`src/rtl/packet_tx_pkg.sv`:
```
// Purpose: shared types and constants for the packet transmitter slice.
// Latency: n/a (package only).
// Backpressure: n/a.
package packet_tx_pkg;

    // Default data word width. Matches the downstream sum unit.
    localparam int NOF_BITS_DEF   = 32;
    localparam int FIFO_DEPTH_DEF = 16;
    localparam int LEN_BITS_DEF   = 8;

    // One-hot transmitter states.
    //   ST_IDLE : bus idle, waiting for a send command
    //   ST_SEND : packet words on the bus
    //   ST_GAP  : one idle bus cycle after a packet; done/exp_sum are valid here
    typedef enum logic [2:0] {
        ST_IDLE = 3'b001,
        ST_SEND = 3'b010,
        ST_GAP  = 3'b100
    } tx_state_t;

    // Width of an occupancy counter for a FIFO of 'depth' entries.
    // It must hold values 0..depth inclusive, hence the extra bit.
    function automatic int cnt_width(input int depth);
        return $clog2(depth) + 1;
    endfunction

endpackage : packet_tx_pkg

```
`src/rtl/packet_fifo.sv`:
```
// Purpose: synchronous single-clock FIFO that buffers packet words ahead of a send.
// Latency: a pushed word is visible at pop_data the cycle after the push; pop_data is the head (show-ahead).
// Backpressure: push while full drops the word; pop while empty is ignored.
//
// Ports:
//   clk, rst_n           clock, asynchronous active-low reset (contents discarded)
//   push, push_data      write strobe and word
//   pop                  consume the current head word
//   pop_data             current head word (combinational read)
//   full, empty, count   occupancy status, derived from the registered count
module packet_fifo
    import packet_tx_pkg::*;
#(
    parameter int WIDTH = NOF_BITS_DEF,
    parameter int DEPTH = FIFO_DEPTH_DEF
) (
    input  logic                    clk,
    input  logic                    rst_n,
    input  logic                    push,
    input  logic [WIDTH-1:0]        push_data,
    input  logic                    pop,
    output logic [WIDTH-1:0]        pop_data,
    output logic                    full,
    output logic                    empty,
    output logic [$clog2(DEPTH):0]  count
);

    localparam int AW = $clog2(DEPTH);
    localparam int CW = cnt_width(DEPTH);

    logic [WIDTH-1:0] mem [DEPTH];
    logic [AW-1:0]    wr_ptr;
    logic [AW-1:0]    rd_ptr;
    logic             push_ok;
    logic             pop_ok;

    assign full     = (count == CW'(DEPTH));
    assign empty    = (count == '0);
    assign push_ok  = push && !full;
    assign pop_ok   = pop && !empty;
    assign pop_data = mem[rd_ptr];

    // Storage is not reset: after reset the pointers and count say "empty",
    // so stale entries are never observed.
    always_ff @(posedge clk) begin
        if (push_ok) begin
            mem[wr_ptr] <= push_data;
        end
    end

    // DEPTH is a power of two, so the pointers wrap naturally.
    always_ff @(posedge clk or negedge rst_n) begin
        if (!rst_n) begin
            wr_ptr <= '0;
            rd_ptr <= '0;
            count  <= '0;
        end else begin
            if (push_ok) begin
                wr_ptr <= wr_ptr + 1'b1;
            end
            if (pop_ok) begin
                rd_ptr <= rd_ptr + 1'b1;
            end
            case ({push_ok, pop_ok})
                2'b10:   count <= count + 1'b1;
                2'b01:   count <= count - 1'b1;
                default: count <= count;
            endcase
        end
    end

endmodule : packet_fifo

```
`src/rtl/packet_tx.sv`:
```
// Purpose: buffers pushed words and emits them as one framed packet (data_first/data_last/data_out) per send command, reporting the expected receiver sum.
// Latency: send accepted in cycle c -> words on the bus in c+1..c+N, done/exp_sum in c+N+1.
// Backpressure: none on the bus; send only accepted while tx_ready, otherwise rejected (send_err) or ignored mid-packet; pushes into a full FIFO are dropped.
//
// Ports:
//   clk, rst_n                 clock, asynchronous active-low reset
//   wr_en, wr_data             push a word into the FIFO (allowed in any state)
//   full, count                FIFO status
//   send, send_len             send-command strobe and packet length in words
//   tx_ready                   a legal send will be accepted this cycle
//   send_err                   one-cycle pulse: previous cycle's send was rejected
//   data_first/data_last/data_out/busy   registered packet bus toward the receiver
//   done, exp_sum              one-cycle pulse after the last word, and the packet sum
module packet_tx
    import packet_tx_pkg::*;
#(
    parameter int NOF_BITS   = NOF_BITS_DEF,
    parameter int FIFO_DEPTH = FIFO_DEPTH_DEF,
    parameter int LEN_BITS   = LEN_BITS_DEF
) (
    input  logic                         clk,
    input  logic                         rst_n,
    // FIFO write side
    input  logic                         wr_en,
    input  logic [NOF_BITS-1:0]          wr_data,
    output logic                         full,
    output logic [$clog2(FIFO_DEPTH):0]  count,
    // command side
    input  logic                         send,
    input  logic [LEN_BITS-1:0]          send_len,
    output logic                         tx_ready,
    output logic                         send_err,
    // packet bus
    output logic                         data_first,
    output logic                         data_last,
    output logic [NOF_BITS-1:0]          data_out,
    output logic                         busy,
    // completion
    output logic                         done,
    output logic [NOF_BITS:0]            exp_sum
);

    tx_state_t             state;
    logic [LEN_BITS-1:0]   remaining;   // words still to pop after the one currently on the bus
    logic [NOF_BITS:0]     run_sum;

    logic [NOF_BITS-1:0]   fifo_dat;
    logic                  fifo_empty;
    logic                  fifo_pop;

    logic [31:0]           len_ext;
    logic [31:0]           cnt_ext;
    logic                  len_ok;
    logic                  accept;
    logic                  more_words;

    // ------------------------------------------------------------------
    // Word buffer
    // ------------------------------------------------------------------
    packet_fifo #(
        .WIDTH (NOF_BITS),
        .DEPTH (FIFO_DEPTH)
    ) u_fifo (
        .clk       (clk),
        .rst_n     (rst_n),
        .push      (wr_en),
        .push_data (wr_data),
        .pop       (fifo_pop),
        .pop_data  (fifo_dat),
        .full      (full),
        .empty     (fifo_empty),
        .count     (count)
    );

    // ------------------------------------------------------------------
    // Command decode
    // ------------------------------------------------------------------
    assign tx_ready = (state == ST_IDLE) || (state == ST_GAP);

    // The length check uses the registered count, i.e. the occupancy before
    // any push happening in this same cycle.
    assign len_ext    = 32'(send_len);
    assign cnt_ext    = 32'(count);
    assign len_ok     = (len_ext != 32'd0) && (len_ext <= cnt_ext);
    assign accept     = tx_ready && send && len_ok;
    assign more_words = (state == ST_SEND) && (remaining != '0);

    // The first word is popped in the accept cycle itself so that it can be
    // registered onto the bus in the very next cycle.
    assign fifo_pop = (accept || more_words) && !fifo_empty;

    // ------------------------------------------------------------------
    // FSM, framing and running sum. All outputs registered.
    // ------------------------------------------------------------------
    always_ff @(posedge clk or negedge rst_n) begin
        if (!rst_n) begin
            state      <= ST_IDLE;
            remaining  <= '0;
            run_sum    <= '0;
            send_err   <= 1'b0;
            data_first <= 1'b0;
            data_last  <= 1'b0;
            data_out   <= '0;
            busy       <= 1'b0;
            done       <= 1'b0;
            exp_sum    <= '0;
        end else begin
            // Bus idles and pulses clear unless a branch below says otherwise.
            send_err   <= 1'b0;
            done       <= 1'b0;
            data_first <= 1'b0;
            data_last  <= 1'b0;
            data_out   <= '0;
            busy       <= 1'b0;

            case (state)
                ST_IDLE, ST_GAP: begin
                    if (send) begin
                        if (len_ok) begin
                            state      <= ST_SEND;
                            data_out   <= fifo_dat;
                            data_first <= 1'b1;
                            data_last  <= (send_len == LEN_BITS'(1));
                            busy       <= 1'b1;
                            remaining  <= send_len - 1'b1;
                            // Clearing the sum and adding the first word in one step.
                            run_sum    <= {1'b0, fifo_dat};
                        end else begin
                            // Rejected command leaves the state as it was.
                            send_err <= 1'b1;
                        end
                    end else begin
                        state <= ST_IDLE;
                    end
                end

                ST_SEND: begin
                    // Commands arriving mid-packet are ignored without an error.
                    if (remaining != '0) begin
                        data_out  <= fifo_dat;
                        data_last <= (remaining == LEN_BITS'(1));
                        busy      <= 1'b1;
                        remaining <= remaining - 1'b1;
                        // NOF_BITS+1 wide, wraps the same way the receiver does.
                        run_sum   <= run_sum + {1'b0, fifo_dat};
                    end else begin
                        // The last word is on the bus now; next cycle is the gap.
                        state   <= ST_GAP;
                        done    <= 1'b1;
                        exp_sum <= run_sum;
                    end
                end

                default: begin
                    state <= ST_IDLE;
                end
            endcase
        end
    end

endmodule : packet_tx

```
`config.mk`:
```
export PLATFORM = sky130hd
export DESIGN_NAME = packet_tx
export DESIGN_NICKNAME = d
export VERILOG_FILES = /design/src/rtl/packet_tx_pkg.sv /design/src/rtl/packet_fifo.sv /design/src/rtl/packet_tx.sv
export SDC_FILE = /design/constraint.sdc
export NUM_CORES = 1
export LEC_CHECK = 0
export ABC_AREA = 1
export CAP_MARGIN = 20
export CORE_AREA = 8 8 232 234
export CTS_CLUSTER_SIZE = 10
export DETAILED_ROUTE_END_ITERATION = 8
export DIE_AREA = 0 0 240 242
export MAX_ROUTING_LAYER = met4
export PLACE_DENSITY = 0.78
export SLEW_MARGIN = 10
export SYNTH_ARGS = -nofsm -noshare
export SYNTH_HDL_FRONTEND = slang
export SYNTH_HIERARCHICAL = 1
export SYNTH_SLANG_ARGS = --single-unit
```
`constraint.sdc`:
```
create_clock -name clk -period 3.16 [get_ports clk]
set_input_delay 0.948 -clock clk [delete_from_list [all_inputs] [get_ports clk]]
set_output_delay 0.948 -clock clk [all_outputs]
set_load 0.005 [all_outputs]
```
After elaboration in Yosys (flattened, before gate mapping)
Memory sizes are Yosys's and may differ from the RTL's.
Cells that the tools add are included.
{"block": "word_totals", "regBits": 127, "latchBits": 0, "mem_bits_rw": 512, "romBits": 0, "input_bits": 44, "out_inout_bits": 77, "elab_cells": 89, "mem_count": 1}
{"memory": "u_fifo.mem", "words": 16, "width": 32, "rd": 1, "rd_clocked_by_memory_dff": 0, "wr": 1, "line_no": "packet_fifo.sv:31", "source": "logic [WIDTH-1:0] mem [DEPTH];"}
{"block": "classes", "addsub": 7, "n_mul": 0, "div": 0, "magnitude_cmp": 1, "n_eq_ne": 13, "shift": 0, "muxes": 33, "bitwise_logic": 1, "reduce_logical": 20}
{"operator": "2-to-1 mux 33 bit", "count": 3}
{"operator": "2-to-1 mux 32 bit", "count": 3}
{"operator": "case mux 33 bit (2 select lines)", "count": 1}
{"operator": "case mux 32 bit (2 select lines)", "count": 1}
{"operator": "adder 33 x 32 -> 33 bit", "count": 1}
{"operator": "nonzero test 32 bit", "count": 1}
{"operator": "2-to-1 mux 8 bit", "count": 3}
{"operator": "== test 8 x 1 -> 1 bit, second input constant", "count": 2}
{"operator": "case mux 8 bit (2 select lines)", "count": 1}
{"operator": "subtractor 8 x 1 -> 8 bit, second input constant", "count": 2}
{"operator": "2-to-1 mux 1 bit", "count": 14}
{"operator": "case mux 5 bit (2 select lines)", "count": 1}
{"operator": "2-to-1 mux 3 bit", "count": 3}
{"operator": "adder 4 x 1 -> 4 bit, second input constant", "count": 2}
{"operator": "<= comparator 8 x 5 -> 1 bit", "count": 1}
{"operator": "nonzero test 8 bit", "count": 1}
{"operator": "logical AND 1 bit", "count": 7}
{"operator": "!= test 2 bit, second input constant", "count": 3}
{"operator": "case mux 3 bit (2 select lines)", "count": 1}
{"operator": "adder 5 x 1 -> 5 bit, second input constant", "count": 1}
{"operator": "== test 5 bit, second input constant", "count": 1}
{"operator": "logical NOT 5 bit", "count": 1}
{"operator": "subtractor 5 x 1 -> 5 bit, second input constant", "count": 1}
{"operator": "case mux 1 bit (2 select lines)", "count": 2}
{"operator": "14 further kinds", "count": 18}

Logic depth before layout (Yosys ltp)
{"block": "logic_depth", "ltp_word": 9, "ltp_mapped": 28, "ltp_nobuf": 27}

Cells and area by module
Netlist, hierarchy kept.
{"mod": "packet_fifo", "n_inst": 1, "cells_per_inst": 2114, "area_each_um2": 22186.3, "seq_area_each_um2": 15700.1}
{"mod": "packet_tx", "n_inst": 1, "cells_per_inst": 1133, "area_each_um2": 7518.5, "seq_area_each_um2": 2854.0}

Worst setup path before layout
Ideal clock, no wire load.
{"block": "synth_timing", "kind": "input -> register", "startpoint": "in send_len[3]", "endpoint": "reg u_fifo.count[4]", "setup_time_ps": 116, "t_arrival_ps": 3344, "required_time_ps": 3044, "slack_ps": -301, "stages": 26, "n_path_buf": 1, "cell_sequence": "ha_1 > nand2_1 > inv_1 > nand2_1 > nand2_1 > nand2_1 > nand2_1 > nand2_1 > nand3_2 > nand2_2 > inv_2 > buf_2 > nor2_1 > nand2_1 > inv_1 > ha_1 > inv_1 > fa_1 > inv_1 > nand2_1 > nand2_1 > nand2_1 > nand2_1 > nand2_1 > nand2_1 > nand2_1"}
{"block": "synth_between", "elab_chain_cells": 8}
{"element": "start, declared", "line_no": "packet_tx.sv:30", "source": "input logic [LEN_BITS-1:0] send_len,"}
{"element": "<= comparator 8 x 5 -> 1 bit or nonzero test 32 bit (tied branches)", "line_no": "packet_tx.sv:84", "source": "assign len_ok = (len_ext != 32'd0) && (len_ext <= cnt_ext);"}
{"element": "logical AND 1 bit (*)", "line_no": "packet_tx.sv:84"}
{"element": "logical AND 1 bit (*)", "line_no": "packet_tx.sv:85", "source": "assign accept = tx_ready && send && len_ok;"}
{"element": "logical OR 1 bit (*)", "line_no": "packet_tx.sv:90", "source": "assign fifo_pop = (accept || more_words) && !fifo_empty;"}
{"element": "logical AND 1 bit (*)", "line_no": "packet_tx.sv:90"}
{"element": "named net fifo_pop", "line_no": "packet_tx.sv:49", "source": "logic fifo_pop;"}
{"element": "logical AND 1 bit (*)", "line_no": "packet_fifo.sv:40", "source": "assign pop_ok = pop && !empty;"}
{"element": "named net u_fifo.pop_ok", "line_no": "packet_fifo.sv:35", "source": "logic pop_ok;"}
{"element": "== test 2 x 1 -> 1 bit or == test 2 bit (tied branches)", "line_no": "packet_fifo.sv:64", "source": "case ({push_ok, pop_ok})"}
{"element": "case mux 5 bit (2 select lines) or nonzero test 2 bit (tied branches)"}
{"element": "end signal, assigned", "line_no": "packet_fifo.sv:65", "source": "2'b10: count <= count + 1'b1;"}
{"element": "end signal, assigned", "line_no": "packet_fifo.sv:66", "source": "2'b01: count <= count - 1'b1;"}
{"element": "end signal, assigned", "line_no": "packet_fifo.sv:67", "source": "default: count <= count;"}
{"element": "end, declared", "line_no": "packet_fifo.sv:25", "source": "output logic [$clog2(DEPTH):0] count"}
The timed path passes the listed nets; every way through them passes the cells marked *.
A chain may end at the register's enable or synchronous reset.

Final worst setup path
{"block": "layout_timing", "startpoint": "reg u_fifo.rd_ptr[0]", "endpoint": "reg run_sum[30]"}
{"block": "layout_between", "elab_chain_cells": 4}
{"element": "start, declared", "line_no": "packet_fifo.sv:33", "source": "logic [AW-1:0] rd_ptr;"}
{"element": "start signal, assigned", "line_no": "packet_fifo.sv:62", "source": "rd_ptr <= rd_ptr + 1'b1;"}
{"element": "memory (16 x 32 bit)"}
{"element": "named net fifo_dat[9]", "line_no": "packet_tx.sv:47", "source": "logic [NOF_BITS-1:0] fifo_dat;"}
{"element": "adder 33 x 32 -> 33 bit", "line_no": "packet_tx.sv:145", "source": "run_sum <= run_sum + {1'b0, fifo_dat};"}
{"element": "2-to-1 mux 33 bit", "line_no": "packet_tx.sv:139", "source": "if (remaining != '0) begin"}
{"element": "case mux 33 bit (2 select lines)", "line_no": "packet_tx.sv:116", "source": "case (state)"}
{"element": "end signal, assigned", "line_no": "packet_tx.sv:127", "source": "run_sum <= {1'b0, fifo_dat};"}
{"element": "end signal, assigned", "line_no": "packet_tx.sv:145"}
{"element": "end, declared", "line_no": "packet_tx.sv:45", "source": "logic [NOF_BITS:0] run_sum;"}
The timed path passes the listed nets, and every way through them passes these cells. The select of a mux whose other input is x is not followed.

==> qor.json <==
{
  "result_of_the_run": "complete, no violations",
  "largest_stage_delay_worst_path_ns": 0.49,
  "number_of_placed_i_o_pins": 121,
  "drt-vias-per-instance": 5.52,
  "global_route.usage.met1_pct": 33.3,
  "setup_skew_ns": 0.0199,
  "worst-slew-pin-transition_ns": 0.771,
  "critPathSlowestCell": "sky130_fd_sc_hd__dfrtp_4",
  "met3_usage_pct": 4.98,
  "synth_cells": 3247,
  "ff2ff_setup_slack_ns": 0.05,
  "grt_pass1_vias": 23100,
  "end_kind": "flip-flop",
  "cp_cell_sequence": "buf_12 > inv_16 > buf_12 > buf_16 > nand2_1 > nand3_1 > nand2_1 > nor2_2 > nand2_2 > nand2_4 > ha_4 > nand2_1 > nand2_1 > inv_1 > nand2_1 > buf_4 > a21oi_2 > nand2_2 > nand2_2 > nand2_1 > nand2_1 > nand3_1 > nand2_1 > nand2_1",
  "final_period_utilization_pct": 98.6,
  "synth.largest_area_cell": "sky130_fd_sc_hd__edfxtp_1",
  "most_common_flop_cell_mapped_by_yosys": "sky130_fd_sc_hd__edfxtp_1",
  "worst_setup_hold_path_clk_slew_ns": 0.06,
  "total_leakage_power_nw": 16.3,
  "cp_common_cell": "sky130_fd_sc_hd__nand2_1",
  "clock_path_buffers": 3,
  "syn-mean-instance-area_um2": 9.15,
  "layout.core_utilization_pct": 72.7,
  "synth_top_cell_area_share_pct": 51.8,
  "num_vias": 23300,
  "synthToLayoutAreaGrowth_pct": 23.5,
  "synth.cell_area_um2": 29700,
  "power_density_nw_per_um2": 1010,
  "tritoncts.num_buffers": 75,
  "r2r-start": "u_fifo/rd_ptr[0]",
  "drt-pass1-iter-count": 6,
  "drc_errors": 0,
  "route.antenna.remaining_nets": 0,
  "pin_count_of_the_biggest_net_entering_global_routing": 70,
  "track_usage_pct": 28.2,
  "grt.busiest_layer": "met2",
  "ctsHtreeMaxLevel": 3,
  "gr-usage-met2_pct": 46.8,
  "number_of_flops_mapped_to_enable_cells_by_yosys": 512,
  "synth.area.top_cells": "sky130_fd_sc_hd__edfxtp_1 52%, sky130_fd_sc_hd__nand2_1 16%, sky130_fd_sc_hd__dfrtp_1 11%",
  "grt_pass1_wl_um": 124000,
  "reg2reg_to": "run_sum[30]",
  "max-slew-margin-rel_pct": 48.6,
  "worst_skew_pair.late_latency_ns": 0.60,
  "count_of_routing_violations_after_the_opening_detailed_route_iteration": 2370,
  "achievable-frequency_ghz": 0.321,
  "finalSetupViolations": 0,
  "hold_path.class": "input port to asynchronous set/reset pin",
  "setup.worst_path.start_class": "flip-flop",
  "grt_setup_unrepaired": "true",
  "total_power_mw": 37.2,
  "die_height_um": 242,
  "timing.critical_path.buf_inv": 6,
  "timing.setup.critical_path_class": "flip-flop to flip-flop",
  "critical_path.top_delay_family": "simple AND/OR/NAND/NOR gates",
  "mappedNetlistNets": 3344,
  "floorplan.die_area_um2": 58100,
  "yosysWarningCount": 6,
  "vdd.ir_drop.worst_uv": 530,
  "layout_cells_sized_above_1_pct": 13.6,
  "ys_ff_latch": 639,
  "grt-ovfl-total": 0,
  "ys_seq_area_share_pct": 62.5,
  "die_width_um": 240,
  "rr_worst_depth": 24,
  "netlist_top_cells_count": "1266 x sky130_fd_sc_hd__nand2_1, 512 x sky130_fd_sc_hd__edfxtp_1, 407 x sky130_fd_sc_hd__inv_1, 317 x sky130_fd_sc_hd__nor2_1, 262 x sky130_fd_sc_hd__nand3_1",
  "num-fill-cells": 3433,
  "gp_congestion": 0.953,
  "yosys.cell_count.top_type": "sky130_fd_sc_hd__nand2_1",
  "cap_viol_max_count": 0,
  "timing.critical_path.arrival_ns": 3.60,
  "core-area_um2": 50500,
  "grt_antenna_before_repair": 4,
  "tritoncts": "yes",
  "root_buffer": "sky130_fd_sc_hd__clkbuf_16",
  "finalHoldViolations": 0,
  "numClockSinks": 639,
  "synth-async-reset-ratio_pct": 19.9,
  "post-route-min-period_ns": 3.11,
  "final_max_slew_viol_count": 0,
  "cp_data_required_time_ns": 3.65,
  "floorplan.initialDensity_pct": 58.9,
  "numPortBuffers": 120,
  "rows": 83,
  "totalWireLength_um": 82100,
  "finalNetCount": 3611,
  "critical_path.max_fanout": 22,
  "wl_per_cell_um": 19.4,
  "detailed_place_hpwl_um": 49700,
  "yosys.cell_types.count": 39
}
## stage by stage
step	setup WS (ns)	cells	hold slack [ns]	TNS [ns]	instance area, µm²
finish	0.0456	4229	0.304	0	36700
global route	-0.116	4228	0.323	-0.747	36700
CTS	-0.0140	4205	0.305	-0.0266	35700
detailed placement	-0.541	4092	0.459	-4.96	33300
global placement	-0.536	4092	0.452	-3.97	33300
floorplan	-0.00882	3247	0.450	-4.53	29800
## worst reg2reg max path, delay by kind of cell (launching register included)
family	cells	cell delay [ns]
DFF	1	0.49
and+or+nand+nor	16	1.30
buffers and inverters	6	0.79
adders and majority gates	1	0.23
AOI/OAI and AO/OA	1	0.17
## what timing repair did
action                                  CTS  global route
hold buffers                              0             0
gates cloned                              3             7
endpoints found under the setup margin   25            29
hold endpoints to repair                  0             0
gates resized for setup                  42           149
setup buffers                             2            14
pin swaps                                 2            16
## kinds of logic after synthesis
| group | synth area share (%) |
|---|---|
| and+or+nand+nor | 25.4 |
| DFF | 62.5 |
| buffers and inverters | 7.38 |
| AOI/OAI and AO/OA | 2.07 |
| adders and majority gates | 2.28 |
| xor gates and xnor gates | 0.383 |
## layer usage
layer | share of wire [%] | wire [µm]
met1 | 37 | 30500
met2 | 49 | 40600
met3 | 9.2 | 7540
met4 | 4.3 | 3500
met5 | 0 | 0
## registers in the layout (all words and copies together), names as in the netlist, 3 cells and up
register       cells
data_out          32
remaining          8
u_fifo/wr_ptr      4
state              3
u_fifo/count       5
run_sum           33
u_fifo/mem       512
u_fifo/rd_ptr      4
exp_sum           33
## worst max-delay path by stage
stage               slack (ns)  cells after the start                to        startpoint
floorplan               -0.009                      4  u_fifo/mem[0][0]             wr_en
global placement         -0.54                     26   u_fifo/count[4]       send_len[2]
detailed placement       -0.54                     26   u_fifo/count[4]       send_len[3]
CTS                      -0.01                     20       run_sum[29]  u_fifo/rd_ptr[1]
global route             -0.12                     24       run_sum[30]  u_fifo/rd_ptr[0]
finish                    0.05                     24       run_sum[30]  u_fifo/rd_ptr[0]
## placed cells by master (no fill, tap or decap), drive strengths merged, types with 7 or more instances in the layout
master and n:
and2 7, buf 185, clkbuf 107, nand4 14
o21ai 64, nor2 320, dfrtp 126, ha 51
nand3 263, a21oi 38, or2 7, xor2 8
inv 418, clkdlybuf4s50 114, edfxtp 512, nand2 1267
nor3 12
## area by class of cell
type	count	area, µm²	share of cell area [%]
Timing Repair Buffer	313	3610	9.84
Antenna cell	4	10.0	0.0273
Sequential cell	639	18600	50.6
Tap cell	680	851	2.32
Multi-Input combinational cell	2071	9960	27.2
Inverter	413	1570	4.28
Timing Repair inverter	1	8.76	0.0239
Clock buffer	100	2010	5.49
Clock inverter	8	103	0.280
## where the power goes
part	internal [mW]	leakage, nW	total, mW	switching, mW
Sequential	10.1	6.31	10.6	0.543
Clock	4.50	1.03	7.69	3.20
Combinational	7.43	8.94	18.9	11.5
Total	22.0	16.3	37.2	15.2
(Power assumes the default switching activity.)
